[src/rtl/idli_pkg.sv]
// Shared types for the SQI arbiter: data/address widths, FSM states, requester ids.
package idli_pkg;

    typedef logic [3:0]  sqi_data_t;
    typedef logic [15:0] sqi_addr_t;

    typedef enum logic [1:0] {
        ARB_IDLE,
        ARB_CMD,
        ARB_XFER,
        ARB_TURN
    } arb_state_t;

    typedef enum logic {
        ARB_SRC_FE,
        ARB_SRC_LS
    } arb_src_t;

    // Counter width for n states, never narrower than one bit.
    function automatic int arb_cnt_w(input int n);
        return (n > 1) ? $clog2(n) : 1;
    endfunction

endpackage

[src/rtl/idli_arb_rr_m.sv]
// Two-input round-robin pick. The pointer only moves on a contested grant,
// and then it moves to the requester that lost.
module idli_arb_rr_m
    import idli_pkg::*;
(
    input  logic     i_clk,
    input  logic     i_rst,
    input  logic     i_en,
    input  logic     i_fe_req,
    input  logic     i_ls_req,
    output arb_src_t o_pick
);

    arb_src_t r_ptr;
    arb_src_t w_pick;

    // A lone requester wins outright; a tie goes to the pointer.
    always_comb begin
        w_pick = ARB_SRC_FE;
        if (i_fe_req && i_ls_req) begin
            w_pick = r_ptr;
        end else if (i_ls_req) begin
            w_pick = ARB_SRC_LS;
        end
    end

    assign o_pick = w_pick;

    // Hand priority to the loser of a tie; fetch wins the first tie after reset.
    always_ff @(posedge i_clk) begin
        if (i_rst) begin
            r_ptr <= ARB_SRC_FE;
        end else if (i_en && i_fe_req && i_ls_req) begin
            r_ptr <= (w_pick == ARB_SRC_FE) ? ARB_SRC_LS : ARB_SRC_FE;
        end
    end

endmodule

[src/rtl/idli_sqi_arb_m.sv]
// Arbiter/sequencer sharing the SQI controller between fetch (FE) and
// load/store (LS): grant, issue one command, count beats, then turnaround.
module idli_sqi_arb_m
    import idli_pkg::*;
#(
    parameter int BEATS       = 4,
    parameter int TURN_CYCLES = 1
) (
    input  logic      i_arb_gck,
    input  logic      i_arb_rst,
    input  logic      i_arb_fe_req,
    input  sqi_addr_t i_arb_fe_addr,
    output logic      o_arb_fe_gnt,
    output logic      o_arb_fe_beat,
    output logic      o_arb_fe_done,
    input  logic      i_arb_ls_req,
    input  logic      i_arb_ls_wr,
    input  sqi_addr_t i_arb_ls_addr,
    input  sqi_data_t i_arb_ls_wdata,
    output logic      o_arb_ls_gnt,
    output logic      o_arb_ls_beat,
    output logic      o_arb_ls_done,
    output sqi_data_t o_arb_rdata,
    output logic      o_arb_sqi_req,
    output logic      o_arb_sqi_wr,
    output sqi_addr_t o_arb_sqi_addr,
    input  logic      i_arb_sqi_acp,
    input  logic      i_arb_sqi_vld,
    input  sqi_data_t i_arb_sqi_rdata,
    output sqi_data_t o_arb_sqi_wdata
);

    localparam int              CW        = arb_cnt_w(BEATS);
    localparam logic [CW-1:0]   LAST_BEAT = CW'(BEATS - 1);
    localparam logic [2:0]      LAST_TURN = 3'((TURN_CYCLES > 0) ? TURN_CYCLES - 1 : 0);

    arb_state_t    r_state;
    arb_src_t      r_owner;
    logic [CW-1:0] r_beat_cnt;
    logic [2:0]    r_turn_cnt;
    logic          r_fe_gnt, r_fe_beat, r_fe_done;
    logic          r_ls_gnt, r_ls_beat, r_ls_done;
    logic          r_sqi_req, r_sqi_wr;
    sqi_addr_t     r_sqi_addr;
    sqi_data_t     r_rdata;

    arb_src_t      w_pick;
    logic          w_idle, w_any, w_beat, w_last;

    assign w_idle = (r_state == ARB_IDLE);
    assign w_any  = i_arb_fe_req | i_arb_ls_req;
    // Beats outside XFER (e.g. while still in CMD) are not counted.
    assign w_beat = (r_state == ARB_XFER) && i_arb_sqi_vld;
    assign w_last = w_beat && (r_beat_cnt == LAST_BEAT);

    idli_arb_rr_m u_rr (
        .i_clk    (i_arb_gck),
        .i_rst    (i_arb_rst),
        .i_en     (w_idle),
        .i_fe_req (i_arb_fe_req),
        .i_ls_req (i_arb_ls_req),
        .o_pick   (w_pick)
    );

    // Transaction FSM with all controller-facing and requester-facing outputs registered.
    always_ff @(posedge i_arb_gck) begin
        if (i_arb_rst) begin
            r_state    <= ARB_IDLE;
            r_owner    <= ARB_SRC_FE;
            r_beat_cnt <= '0;
            r_turn_cnt <= '0;
            r_fe_gnt   <= 1'b0;
            r_fe_beat  <= 1'b0;
            r_fe_done  <= 1'b0;
            r_ls_gnt   <= 1'b0;
            r_ls_beat  <= 1'b0;
            r_ls_done  <= 1'b0;
            r_sqi_req  <= 1'b0;
            r_sqi_wr   <= 1'b0;
            r_sqi_addr <= '0;
            r_rdata    <= '0;
        end else begin
            r_fe_beat <= w_beat && (r_owner == ARB_SRC_FE);
            r_ls_beat <= w_beat && (r_owner == ARB_SRC_LS);
            r_fe_done <= w_last && (r_owner == ARB_SRC_FE);
            r_ls_done <= w_last && (r_owner == ARB_SRC_LS);
            if (w_beat) begin
                r_rdata <= i_arb_sqi_rdata;
            end
            case (r_state)
                ARB_IDLE: begin
                    if (w_any) begin
                        r_owner    <= w_pick;
                        r_fe_gnt   <= (w_pick == ARB_SRC_FE);
                        r_ls_gnt   <= (w_pick == ARB_SRC_LS);
                        r_sqi_addr <= (w_pick == ARB_SRC_FE) ? i_arb_fe_addr : i_arb_ls_addr;
                        r_sqi_wr   <= (w_pick == ARB_SRC_LS) && i_arb_ls_wr;
                        r_sqi_req  <= 1'b1;
                        r_state    <= ARB_CMD;
                    end
                end
                ARB_CMD: begin
                    if (i_arb_sqi_acp) begin
                        r_sqi_req <= 1'b0;
                        r_state   <= ARB_XFER;
                    end
                end
                ARB_XFER: begin
                    if (w_last) begin
                        r_beat_cnt <= '0;
                        r_fe_gnt   <= 1'b0;
                        r_ls_gnt   <= 1'b0;
                        r_state    <= (TURN_CYCLES == 0) ? ARB_IDLE : ARB_TURN;
                    end else if (w_beat) begin
                        r_beat_cnt <= r_beat_cnt + 1'b1;
                    end
                end
                ARB_TURN: begin
                    if (r_turn_cnt == LAST_TURN) begin
                        r_turn_cnt <= '0;
                        r_state    <= ARB_IDLE;
                    end else begin
                        r_turn_cnt <= r_turn_cnt + 1'b1;
                    end
                end
            endcase
        end
    end

    assign o_arb_fe_gnt    = r_fe_gnt;
    assign o_arb_fe_beat   = r_fe_beat;
    assign o_arb_fe_done   = r_fe_done;
    assign o_arb_ls_gnt    = r_ls_gnt;
    assign o_arb_ls_beat   = r_ls_beat;
    assign o_arb_ls_done   = r_ls_done;
    assign o_arb_rdata     = r_rdata;
    assign o_arb_sqi_req   = r_sqi_req;
    assign o_arb_sqi_wr    = r_sqi_wr;
    assign o_arb_sqi_addr  = r_sqi_addr;
    // Write nibble passes straight through so the controller sees it in the beat cycle.
    assign o_arb_sqi_wdata = (r_ls_gnt && r_sqi_wr) ? i_arb_ls_wdata : '0;

endmodule

[config.mk]
export PLATFORM = sky130hd
export DESIGN_NAME = idli_sqi_arb_m
export DESIGN_NICKNAME = d
export VERILOG_FILES = /design/src/rtl/idli_pkg.sv /design/src/rtl/idli_arb_rr_m.sv /design/src/rtl/idli_sqi_arb_m.sv
export SDC_FILE = /design/constraint.sdc
export NUM_CORES = 1
export LEC_CHECK = 0
export CORE_UTILIZATION = 42
export DETAILED_ROUTE_END_ITERATION = 8
export PLACE_DENSITY_LB_ADDON = 0.15
export SLEW_MARGIN = 5
export SYNTH_ARGS = -nofsm -noshare
export SYNTH_HDL_FRONTEND = slang
export SYNTH_SLANG_ARGS = --single-unit
[constraint.sdc]
create_clock -name i_arb_gck -period 2 [get_ports i_arb_gck]
set_input_delay 0.4 -clock i_arb_gck [delete_from_list [all_inputs] [get_ports i_arb_gck]]
set_output_delay 0.4 -clock i_arb_gck [all_outputs]
set_load 0.005 [all_outputs]
==> flow_metrics.tcl, run 1 <==
set metrics [dict create \
    area_delta_synth_final_pct 52.8 \
    layout.cells.non_filler 330 \
    syn-num-nets 257 \
    antenna_found_initial 0 \
    ctsLongestPathBuffers 2 \
    insertion_delay_ns 0.29 \
    seqCellArea_sq_um 741 \
    clock_power_share_pct 23.9 \
    first_pass_iters 4 \
    clockRootBuffer "clkbuf_8" \
    numPortBuffers 78 \
    ys_seq_area_share_pct 41.4 \
    p_per_area_nw_per_um2 1020 \
    grt_pass1_wl_microns 6810 \
    power_leakage_uw 0.00104 \
    grt_pass1_vias 1552 \
    die_area_sq_um 4530 \
    min_to "o_arb_rdata[1]" \
    worst-path-buf-inv 2 \
    fin_tns_setup_ns 0 \
    post_drt_wl_per_cell_microns 13.0 \
    worstMarginPinSlew_ns 0.437 \
    drtIter0Drc 103 \
    ys_ff_latch 37 \
    setup_viol 0 \
    grt_max_degree 35 \
    async_flop_share_pct 0 \
    grt_usage_pct 20.0 \
    layout-drive-gt1-share_pct 7.14 \
    cap_violations 0 \
    synth_flop_cell "dfxtp_1" \
    start_util_pct 44.1 \
    r2r_end "r_state[0]" \
    min_from "o_arb_rdata[1]" \
    r2r_slack_ns 0.29 \
    worstPathArrival_ns 1.51 \
    p_comb_share_pct 40.4 \
    crit_top_cell "clkdlybuf4s50_1" \
    ys_types 37 \
    dieWidth_microns 67.3 \
    final_util_pct 67.4 \
    synth_edf_count 0 \
    drc 0 \
    grt_overflow 0 \
    rows 23 \
    clock-sinks 37 \
    switchingPower_uw 856 \
    postCtsHoldBufs 0 \
    end_kind "output pin" \
    ant_nets 0 \
    routed_wirelength_microns 4290 \
    syn_area_sq_um 1790 \
    min_period_ns 1.91 \
    multi_input_area_sq_um 932 \
    cts_tree "built" \
    ys.warnings.count 0 \
    ioPinCount 79 \
    fmax_mhz 522 \
    p_int_uw 1940 \
    gp_congestion 0.712 \
    crit_family "buffers and inverters" \
    routed_via_density 5.27 \
    fin_nets 334 \
    post-route-period-util_pct 95.7 \
    die_h_microns 67.3 \
    worst-r2r-cell-count 5 \
    placed_cells 322 \
    crit_required_ns 1.60 \
    hold_viol 0 \
    cts_setup_buffers 0 \
    start_kind "primary input" \
    hold_path.class "reg2reg" \
    path_clk_slew_ns 0.07 \
    htreeDepth 2 \
    netlist_instances 202 \
    max_stage_delay_ns 0.50 \
    slew_headroom_pct 70.8 \
    cts-buffers-inserted 5 \
    p_sw_share_pct 30.6 \
    worstPathCellList "clkdlybuf4s50_1, and3_1, clkdlybuf4s50_1" \
    crit_fanout 1 \
    skew_ns 0.00848 \
    drv_slew 0 \
    diodes 0 \
    rsz0062_at_grt "no" \
    ir_worst_vdd_uv 656 \
    holdPathStages 2 \
    place_hpwl_microns 3180 \
    postSynthAreaPerCell_sq_um 8.86 \
    reg2reg_from "r_state[0]" \
    vias 1739 \
    status "complete, no violations" \
    coreArea_sq_um 4060 \
    seq_power_share_pct 35.7 \
    setup.worst_path.class "in2out" \
    ctsResizeCount 0 \
    cp_slowest_cell "clkdlybuf4s50_1" \
    n_fill_cell 353 \
]
[layout make-up]
cell class,instances,share of cell area [%]
sequential,37,27.1
clock inverter,1,1.10
timing repair buffer,87,31.5
inverter,6,0.823
clock buffer,7,3.16
multi-input combinational,142,34.1
tap,50,2.29
[metrics by stage]
step / setup WS (ns) / total power, uW / hold slack (ns) / area, sq um
final: 0.0851 / 2800 / 0.458 / 2740
after detailed placement: 0.0896 / 2150 / 0.450 / 2620
after CTS: 0.0896 / 2820 / 0.461 / 2740
after global routing: 0.0443 / 2990 / 0.482 / 2740
after global placement: 0.117 / 2130 / 0.444 / 2620
after floorplan: 0.448 / 1660 / 0.424 / 1790
[cell usage in the layout (no fill, tap or decap), types with 2 or more instances in the layout]
master	n
clkdlybuf4s50_1	78
dfxtp_1	37
nor2_1	24
nand3b_1	17
o21ai_1	16
a311oi_1	16
nand2_1	13
a21oi_1	9
ha_1	8
buf_4	8
nand3_1	7
clkbuf_8	6
inv_1	5
mux2i_1	5
and3_1	4
nand2b_1	3
o21ai_0	2
o31ai_1	2
and2_1	2
[metal layers]
metal	GRT usage, %	up-vias	wire length [microns]
met5	0	-	0
met4	8.78	0	19
met3	3.72	2	192
met2	33.0	38	2110
met1	25.2	824	1970
li1	-	875	-
[worst reg2reg max path: cells and delay by family, from the launching register on]
family          cells  cell delay [ns]
flops               1             0.39
fa+ha+maj           1             0.29
compound gates      2             0.61
mux                 1             0.23
buf+inv             1             0.10
[power groups by stage]
| stage | logic [uW] | registers (uW) | clock network [uW] |
|---|---|---|---|
| after CTS | 1140 | 1000 | 685 |
| after global routing | 1260 | 1020 | 710 |
| after global placement | 1120 | 1010 | 0 |
| final | 1130 | 998 | 668 |
| after floorplan | 643 | 1010 | 0 |
| after detailed placement | 1130 | 1020 | 0 |
[registers in the layout, indices dropped and copies added, names as in the netlist]
signal          count
o_arb_fe_beat       1
o_arb_fe_done       1
o_arb_fe_gnt        1
o_arb_ls_beat       1
o_arb_ls_done       1
o_arb_ls_gnt        1
o_arb_rdata         4
o_arb_sqi_addr     16
o_arb_sqi_req       1
o_arb_sqi_wr        1
r_beat_cnt          2
r_owner             1
r_state             2
r_turn_cnt          3
u_rr.r_ptr          1
[synthesized netlist by cell type (all sizes together) (2+ instances only)]
| master | n | area (sq um) |
|---|---|---|
| a21oi | 9 | 45.0 |
| a311oi | 16 | 140 |
| and2 | 2 | 12.5 |
| and3 | 4 | 25.0 |
| buf | 12 | 75.1 |
| clkbuf | 5 | 20.0 |
| dfxtp | 37 | 741 |
| ha | 8 | 100 |
| inv | 6 | 22.5 |
| mux2i | 5 | 50.1 |
| nand2 | 13 | 48.8 |
| nand2b | 3 | 18.8 |
| nand3 | 7 | 35.0 |
| nand3b | 17 | 128 |
| nor2 | 24 | 90.1 |
| nor3b | 2 | 20.0 |
| o21ai | 18 | 90.1 |
| o31ai | 2 | 15.0 |
[worst max-delay path by stage]
stage,start,end,cells after the start
6_report,i_arb_ls_wdata[1],o_arb_sqi_wdata[1],3
5_1_grt,i_arb_ls_wdata[1],o_arb_sqi_wdata[1],3
4_1_cts,i_arb_ls_wdata[1],o_arb_sqi_wdata[1],3
3_5_place_dp,i_arb_ls_wdata[1],o_arb_sqi_wdata[1],3
3_3_place_gp,i_arb_ls_wdata[0],o_arb_sqi_wdata[0],3
2_1_floorplan,r_state[0],r_state[0],6
[kinds of logic after synthesis]
group / count (synthesis) / synth area share [%]
and+or+nand+nor: 77 / 23.1
AOI/OAI and AO/OA: 51 / 20.1
DFF: 37 / 41.4
buffers and inverters: 23 / 6.57
adders and majority gates: 8 / 5.59
muxes: 5 / 2.80
xor gates and xnor gates: 1 / 0.489
No activity file was read; power rests on OpenSTA's default activity.
==> inputs of run 2 (changes only) <==
Settings changed: CAP_MARGIN set to 20.
==> results of run 2 <==
No change in the layout: final DEF, timing and power equal those of run 1.
